===== config.mk =====
export PLATFORM = sky130hd
export DESIGN_NAME = attendance_capture_flat
export DESIGN_NICKNAME = d
export VERILOG_FILES = /design/src/rtl/attendance_capture_if.sv /design/src/rtl/attendance_capture.sv /design/src/flat_wrapper.sv
export SDC_FILE = /design/constraint.sdc
export NUM_CORES = 1
export LEC_CHECK = 0
export BUFFER_PORTS_ARGS = -buffer_cell sky130_fd_sc_hd__buf_2
export CAP_MARGIN = 10
export CORE_MARGIN = 5
export CORE_UTILIZATION = 59
export CTS_BUF_LIST = sky130_fd_sc_hd__clkbuf_8
export CTS_CLUSTER_DIAMETER = 60
export DETAILED_ROUTE_END_ITERATION = 10
export PLACE_DENSITY = 0.82
export RECOVER_POWER = 25
export SLEW_MARGIN = 20
export SYNTH_ARGS = -nofsm -noshare
export SYNTH_HDL_FRONTEND = slang
export SYNTH_SLANG_ARGS = --single-unit
export TNS_END_PERCENT = 5

===== constraint.sdc =====
create_clock -name clk -period 2.7 [get_ports clk]
set_input_delay 0.405 -clock clk [delete_from_list [all_inputs] [get_ports clk]]
set_output_delay 0.405 -clock clk [all_outputs]
set_load 0.05 [all_outputs]

===== src/rtl/attendance_capture_if.sv =====
// Record handshake bundle between attendance_capture and its consumer.
// One record (attendance + late) is offered while rec_valid is high.
// The consumer stalls the producer by holding rec_ready low.
interface attendance_capture_if;
  logic rec_valid;
  logic rec_ready;
  logic attendance;
  logic late;

  modport master (output rec_valid, output attendance, output late, input rec_ready);
  modport slave  (input rec_valid, input attendance, input late, output rec_ready);
endinterface


===== src/rtl/attendance_capture.sv =====
// Purpose: debounce a raw present button and emit one attendance record per class session.
// Latency: mark event 2+DEBOUNCE_CYCLES edges after mark_in settles; record valid 1 cycle after class_end.
// Backpressure: record held stable in EMIT until rec_ready; optional macro ATT_LATE_AS_PRESENT_EN counts late marks as present.
module attendance_capture #(
  parameter int DEBOUNCE_CYCLES = 4,
  parameter int LATE_LIMIT      = 8,
  parameter int MAX_CLASSES     = 100   // must fit in class_count (<= 127)
) (
  input  logic                 clk,
  input  logic                 clr,
  input  logic                 class_start,
  input  logic                 class_end,
  input  logic                 mark_in,
  attendance_capture_if.master rec,
  output logic                 in_session,
  output logic [6:0]           class_count,
  output logic                 sem_over
);

  localparam int DB_W  = $clog2(DEBOUNCE_CYCLES + 1);
  localparam int WIN_W = $clog2(LATE_LIMIT + 1);

`ifdef ATT_LATE_AS_PRESENT_EN
  localparam bit LATE_PRESENT = 1'b1;
`else
  localparam bit LATE_PRESENT = 1'b0;
`endif

  typedef enum logic [2:0] {
    S_IDLE,
    S_OPEN,
    S_LATE,
    S_EMIT,
    S_DONE
  } state_t;

  state_t            state;
  logic              sync1;
  logic              sync2;
  logic [DB_W-1:0]   db_cnt;
  logic              db_level;
  logic              db_prev;
  logic [WIN_W-1:0]  win_cnt;
  logic              present_r;
  logic              late_r;
  logic              mark_evt;
  logic              mark_take;

  // Rising edge of the debounced level is the mark event.
  assign mark_evt  = db_level & ~db_prev;
  // Only the first mark of a session is recorded; later ones are ignored.
  assign mark_take = mark_evt & ~(present_r | late_r);

  // Synchronize the raw button, then accept a level change only after DEBOUNCE_CYCLES
  // consecutive synchronized samples disagree with the current level.
  always_ff @(posedge clk) begin
    if (clr) begin
      sync1    <= 1'b0;
      sync2    <= 1'b0;
      db_cnt   <= '0;
      db_level <= 1'b0;
      db_prev  <= 1'b0;
    end else begin
      sync1   <= mark_in;
      sync2   <= sync1;
      db_prev <= db_level;
      if (sync2 == db_level) begin
        db_cnt <= '0;
      end else if (db_cnt == DB_W'(DEBOUNCE_CYCLES - 1)) begin
        db_level <= sync2;
        db_cnt   <= '0;
      end else begin
        db_cnt <= db_cnt + DB_W'(1);
      end
    end
  end

  // Session FSM with all outputs registered alongside the state.
  always_ff @(posedge clk) begin
    if (clr) begin
      state          <= S_IDLE;
      present_r      <= 1'b0;
      late_r         <= 1'b0;
      win_cnt        <= '0;
      rec.rec_valid  <= 1'b0;
      rec.attendance <= 1'b0;
      rec.late       <= 1'b0;
      in_session     <= 1'b0;
      class_count    <= '0;
      sem_over       <= 1'b0;
    end else begin
      case (state)
        S_IDLE: begin
          present_r <= 1'b0;
          late_r    <= 1'b0;
          win_cnt   <= '0;
          // A simultaneous class_end is ignored here: start wins.
          if (class_start) begin
            state      <= S_OPEN;
            in_session <= 1'b1;
          end
        end

        S_OPEN: begin
          win_cnt <= win_cnt + WIN_W'(1);
          if (mark_take) present_r <= 1'b1;
          // End has priority over the window expiring in the same cycle.
          if (class_end) begin
            state          <= S_EMIT;
            in_session     <= 1'b0;
            rec.rec_valid  <= 1'b1;
            rec.attendance <= present_r | mark_take;
            rec.late       <= late_r;
          end else if (win_cnt == WIN_W'(LATE_LIMIT - 1)) begin
            state <= S_LATE;
          end
        end

        S_LATE: begin
          if (mark_take) begin
            late_r <= 1'b1;
            if (LATE_PRESENT) present_r <= 1'b1;
          end
          if (class_end) begin
            state          <= S_EMIT;
            in_session     <= 1'b0;
            rec.rec_valid  <= 1'b1;
            rec.attendance <= present_r | (mark_take & LATE_PRESENT);
            rec.late       <= late_r | mark_take;
          end
        end

        S_EMIT: begin
          // Record stays put until the consumer takes it.
          if (rec.rec_ready) begin
            rec.rec_valid  <= 1'b0;
            rec.attendance <= 1'b0;
            rec.late       <= 1'b0;
            class_count    <= class_count + 7'd1;
            if (class_count + 7'd1 == 7'(MAX_CLASSES)) begin
              state    <= S_DONE;
              sem_over <= 1'b1;
            end else begin
              state <= S_IDLE;
            end
          end
        end

        S_DONE: begin
          // Semester complete: hold everything until clr.
          state <= S_DONE;
        end

        default: begin
          state <= S_IDLE;
        end
      endcase
    end
  end

endmodule


===== src/flat_wrapper.sv =====
// flat-port wrapper written by rule: the top's interface ports become plain ports
module attendance_capture_flat 
#(
  parameter int DEBOUNCE_CYCLES = 4,
  parameter int LATE_LIMIT      = 8,
  parameter int MAX_CLASSES     = 100                                      
)
  (clk, clr, class_start, class_end, mark_in, in_session, class_count, sem_over, rec_rec_valid, rec_attendance, rec_late, rec_rec_ready);
  attendance_capture_if rec_i ();
  input  logic clk;
  input  logic clr;
  input  logic class_start;
  input  logic class_end;
  input  logic mark_in;
  output logic in_session;
  output logic [6:0] class_count;
  output logic sem_over;
  output wire logic [$bits(rec_i.rec_valid)-1:0] rec_rec_valid;
  output wire logic [$bits(rec_i.attendance)-1:0] rec_attendance;
  output wire logic [$bits(rec_i.late)-1:0] rec_late;
  input wire logic [$bits(rec_i.rec_ready)-1:0] rec_rec_ready;
  assign rec_rec_valid = rec_i.rec_valid;
  assign rec_attendance = rec_i.attendance;
  assign rec_late = rec_i.late;
  assign rec_i.rec_ready = rec_rec_ready;
  attendance_capture #(.DEBOUNCE_CYCLES(DEBOUNCE_CYCLES), .LATE_LIMIT(LATE_LIMIT), .MAX_CLASSES(MAX_CLASSES)) u_core (.clk(clk), .clr(clr), .class_start(class_start), .class_end(class_end), .mark_in(mark_in), .rec(rec_i), .in_session(in_session), .class_count(class_count), .sem_over(sem_over));
endmodule

# Word-level counts from Yosys, hierarchy flattened
# Cells that the tools add are included.
# totals
input_bits,6
reg_bits,28
elab_cells,82
# op_classes
reduce_logical,17
n_addsub,3
n_mux,23
eq_ne,16
bitwise_logic,8
# op_table
op,count
3-bit two-way mux,6
3-bit one-hot mux with 5 select lines,1
"3-bit by 2-bit equality test with 1-bit output, second input constant",3
1-bit two-way mux,9
3-bit AND reduction,3
"2-bit != test, second input constant",4
1-bit one-hot mux with 2 select lines,4
4-bit one-hot mux with 2 select lines,1
2-bit AND reduction,4
4-bit AND reduction,2
2-bit nonzero test,4
"7-bit by 1-bit adder with 7-bit output, second input constant",1
"7-bit equality test, second input constant",1
"2-bit by 1-bit != test with 1-bit output, second input constant",3
1-bit one-hot mux with 3 select lines,2
"4-bit by 1-bit adder with 4-bit output, second input constant",1
"4-bit by 3-bit equality test with 1-bit output, second input constant",1
"3-bit by 1-bit adder with 3-bit output, second input constant",1
"3-bit by 1-bit equality test with 1-bit output, second input constant",1
"3-bit equality test, second input constant",1
3-bit logical NOT,1
"3-bit by 2-bit != test with 1-bit output, second input constant",1
1-bit NOT,3
1-bit OR,3
other kinds (5),6

# Depth between registers and ports, before layout
# depth
ltp_word,6
ltp_mapped,4

# Worst setup path before layout
# Ideal clock, no wire load.
# synth_path
path_type,register -> register
startpoint,register u_core.class_count[0]
endpoint,register u_core.class_count[6]
required_time_ns,2.630
setup_time_ns,0.070
arrival_ns,1.641
path_stages_with_launch,5
period_less_slack_ns,1.712
slack_ns,0.988
path_cell_list,dfxtp_1 > ha_1 > nand2_1 > or4_1 > a21oi_1
# synth_via
elab_chain_len,1
# synth_lines
item,line_no,source
start: declaration,attendance_capture.sv:16,"output logic [6:0] class_count,"
start signal: assignment,attendance_capture.sv:139,class_count <= class_count + 7'd1;
7-bit by 1-bit adder with 7-bit output,attendance_capture.sv:139,
# Every way passes these cells.
# A chain may end at the register's enable or synchronous reset.

# Worst setup path in the final report
# layout_path
startpoint,register u_core.state[0]
endpoint,register u_core.class_count[5]
# layout_via
elab_chain_len,2
# layout_lines
item,line_no,source
start: declaration,attendance_capture.sv:37,state_t state;
start signal: assignment,attendance_capture.sv:81,state <= S_IDLE;
start signal: assignment,attendance_capture.sv:99,state <= S_OPEN;
start signal: assignment,attendance_capture.sv:109,state <= S_EMIT;
3-bit by 2-bit equality test with 1-bit output,attendance_capture.sv:92,case (state)
2-bit AND reduction (no line),-,
# Every way passes these cells.

==> results.py <==
metrics = {
    "setup_path": {
        "worstPathCellList": "nand4b_4 > or4_1 > a21oi_1",
        "worst-setup-path-type": "register to register",
        "worstReg2RegEnd": "u_core.class_count[5]",
        "slowest_stage": "dfxtp_1",
        "cp_max_fo": 15,
        "r2r_cells": 3,
        "r2r_start": "u_core.state[0]",
        "cp_slowest_stage_delay_ns": 0.63,
        "cp.required_ns": 2.89,
        "critPathLaunchType": "register",
        "arrival_ns": 1.86,
        "end_kind": "register",
        "regToRegSetupSlack_ns": 1.02,
    },
    "synthesis": {
        "synth_top_family_by_area": "simple AND/OR/NAND/NOR gates",
        "synth_xor_xnor_area_share": 0.0209,
        "postSynth.asyncResetShare": 0,
        "ys_warn_count": 0,
        "yosys.area_share.adder": 0.0398,
        "synth_edf_count": 0,
        "synth.distinct_cells": 37,
        "yosys-top-cells-area": "dfxtp_1, nor2b_1, a21oi_1, ha_1, nor2_1",
        "ys_seq_area_frac": 0.446,
        "yosysTopAreaCellShare": 0.446,
        "synth_nets": 148,
        "netlist_area_um2": 1260,
        "ys_seq_elements": 28,
        "syn_avg_cell_area_um2": 9.11,
        "muxShareOfSynthArea": 0.0428,
        "synth-simple-area-share": 0.255,
        "ys.flop_type": "dfxtp_1",
        "synth-compound-area-share": 0.158,
        "synth.largest_area_cell": "dfxtp_1",
        "syn_inst": 138,
    },
    "cells_and_area": {
        "nets": 164,
        "finalNonFillerCells": 180,
        "post-route-util": 0.699,
        "final_layout_size_suffix_gt1_frac": 0.163,
        "register_area_um2": 561,
        "syn_to_final_growth_pct": 11.3,
        "fill_cells": 152,
        "layout_common_cells": "dfxtp_1, nor2_1, buf_2",
        "multiInputGateArea_um2": 649,
        "n_antenna_cell": 0,
        "final_common_cell": "dfxtp_1",
    },
    "global_routing": {
        "grt_usage": 0.157,
        "grt_pass1_vias": 989,
        "grt_max_degree": 26,
        "grt_antenna_before_repair": 0,
        "grt_pass1_wl_um": 4080,
        "grt-ovfl-total": 0,
    },
    "timing": {
        "rsz0062_at_grt": "false",
        "finalHoldWorstSlack_ns": 0.356,
        "skew_ns": 0.00618,
        "timing.final.crit_period_ns": 1.68,
        "hold_viol": 0,
        "fmax_mhz": 596,
        "setup_tns_ns": 0,
        "worst_pin_slew_ns": 1.07,
        "finalSetupViolCount": 0,
        "setup_ws_ns": 1.02,
        "maxSlewHeadroom": 0.286,
        "drv_slew": 0,
        "finalCritPeriodShare": 0.621,
    },
    "min_path": {
        "hold_end": "u_core.sync1",
        "min_delay_path_depth": 2,
        "hp-class": "primary input to register",
        "hp-start": "mark_in",
    },
    "clock_network": {
        "clock_sinks": 28,
        "clk_path_buf_depth": 2,
        "htree_num_levels": 1,
        "cts_resized": 0,
        "clockRootBuffer": "clkbuf_8",
        "cts_made_buffers": 3,
        "cts-hold-fix-buffers": 0,
        "clk_latency_ns": 0.27,
        "cts.clk_slew.worst_paths_ns": 0.09,
        "post_cts.repair.setup_buffers": 0,
        "tritoncts": "built",
    },
    "place": {
        "dpl.hpwl_um": 1750,
        "dp.cells": 176,
        "preCtsSetupSlack_ns": 1.08,
        "place.gp.congestion": 0.859,
        "io_buffers": 17,
    },
    "job": {
        "drv_cap": 0,
    },
    "die": {
        "core_area_um2": 2000,
        "rows": 16,
        "start_util": 0.628,
        "chipHeight_um": 56.2,
        "dieArea_um2": 3150,
        "ioPinCount": 18,
        "die_x_um": 56.2,
    },
    "detailed_routing": {
        "drtIter0Drc": 24,
        "drt_first_pass_iters": 4,
        "wl_per_cell_um": 12.9,
        "via_per_inst": 5.71,
        "drc_errors": 0,
        "ant_nets": 0,
        "vias": 1027,
        "wl_um": 2320,
    },
    "pwr": {
        "peakVddDrop_mv": 0.316,
        "pwr_density_cell_nw_per_um2": 554,
        "p_leak_nw": 0.579,
    },
    "outcome": {
        "status": "complete, no violations",
    },
}
-- how the worst max path moves through the flow --
stage               slack (ns)                    end                  start  cells past startpoint
finish                    1.02  u_core.class_count[5]        u_core.state[0]                      3
global route              0.90  u_core.class_count[5]        u_core.state[0]                      3
CTS                       1.05  u_core.class_count[5]        u_core.state[0]                      3
detailed placement        1.08  u_core.class_count[5]        u_core.state[0]                      3
global placement          1.16  u_core.class_count[5]        u_core.state[0]                      3
floorplan                 0.99  u_core.class_count[6]  u_core.class_count[0]                      4
-- cell families after synthesis --
| family | after synthesis |
|---|---|
| buffers and inverters | 12 |
| flip-flops | 28 |
| XOR/XNOR | 3 |
| multiplexers | 5 |
| AO/OA/AOI/OAI | 31 |
| AND/OR/NAND/NOR | 55 |
| adder cells (fa/ha/maj) | 4 |
-- state kept, by name (all words and copies together) (netlist names) --
signal                 cells
u_core.win_cnt             4
u_core.rec.late            1
u_core.db_level            1
u_core.rec.attendance      1
u_core.rec.rec_valid       1
u_core.sync1               1
u_core.state               3
u_core.sync2               1
u_core.sem_over            1
u_core.db_cnt              3
u_core.db_prev             1
u_core.class_count         7
u_core.late_r              1
u_core.present_r           1
u_core.in_session          1
-- Yosys cell counts (all sizes together), types with 3 or more instances --
| library cell | n |
|---|---|
| o21ai | 6 |
| inv | 6 |
| nor3 | 3 |
| nor2 | 13 |
| nand3 | 3 |
| clkbuf | 4 |
| ha | 4 |
| dfxtp | 28 |
| nor2b | 9 |
| mux2 | 3 |
| a21oi | 11 |
| nand2 | 8 |
| a211oi | 6 |
-- through the flow --
| stage | instance area [µm²] | total power [mW] |
|---|---|---|
| finish | 1400 | 0.776 |
| global route | 1400 | 0.812 |
| CTS | 1410 | 0.785 |
| detailed placement | 1350 | 0.541 |
| global placement | 1350 | 0.539 |
| floorplan | 1260 | 0.518 |
-- metal layers --
layer / wire length, µm / track usage / up-vias
met3: 99 / 0.0348 / 10
met4: 69 / 0.0712 / 0
li1: - / - / 516
met2: 1160 / 0.284 / 22
met1: 985 / 0.172 / 479
met5: 0 / 0 / -
-- power breakdown --
| group | switching [mW] | internal, mW |
|---|---|---|
| Combinational | 0.0581 | 0.0299 |
| Clock | 0.117 | 0.130 |
| Sequential | 0.0154 | 0.426 |
-- worst max-delay path: cells and delay by family (launching register included) --
family,cells,cell delay [ns]
flip-flops,1,0.63
AO/OA/AOI/OAI,1,0.15
AND/OR/NAND/NOR,2,0.82
-- final cells by class --
class | count | area share
multi-input combinational | 98 | 0.464
sequential | 28 | 0.400
inverter | 6 | 0.0161
tap | 27 | 0.0241
timing repair buffer | 17 | 0.0563
clock buffer | 4 | 0.0393
(Power assumes the default switching activity.)
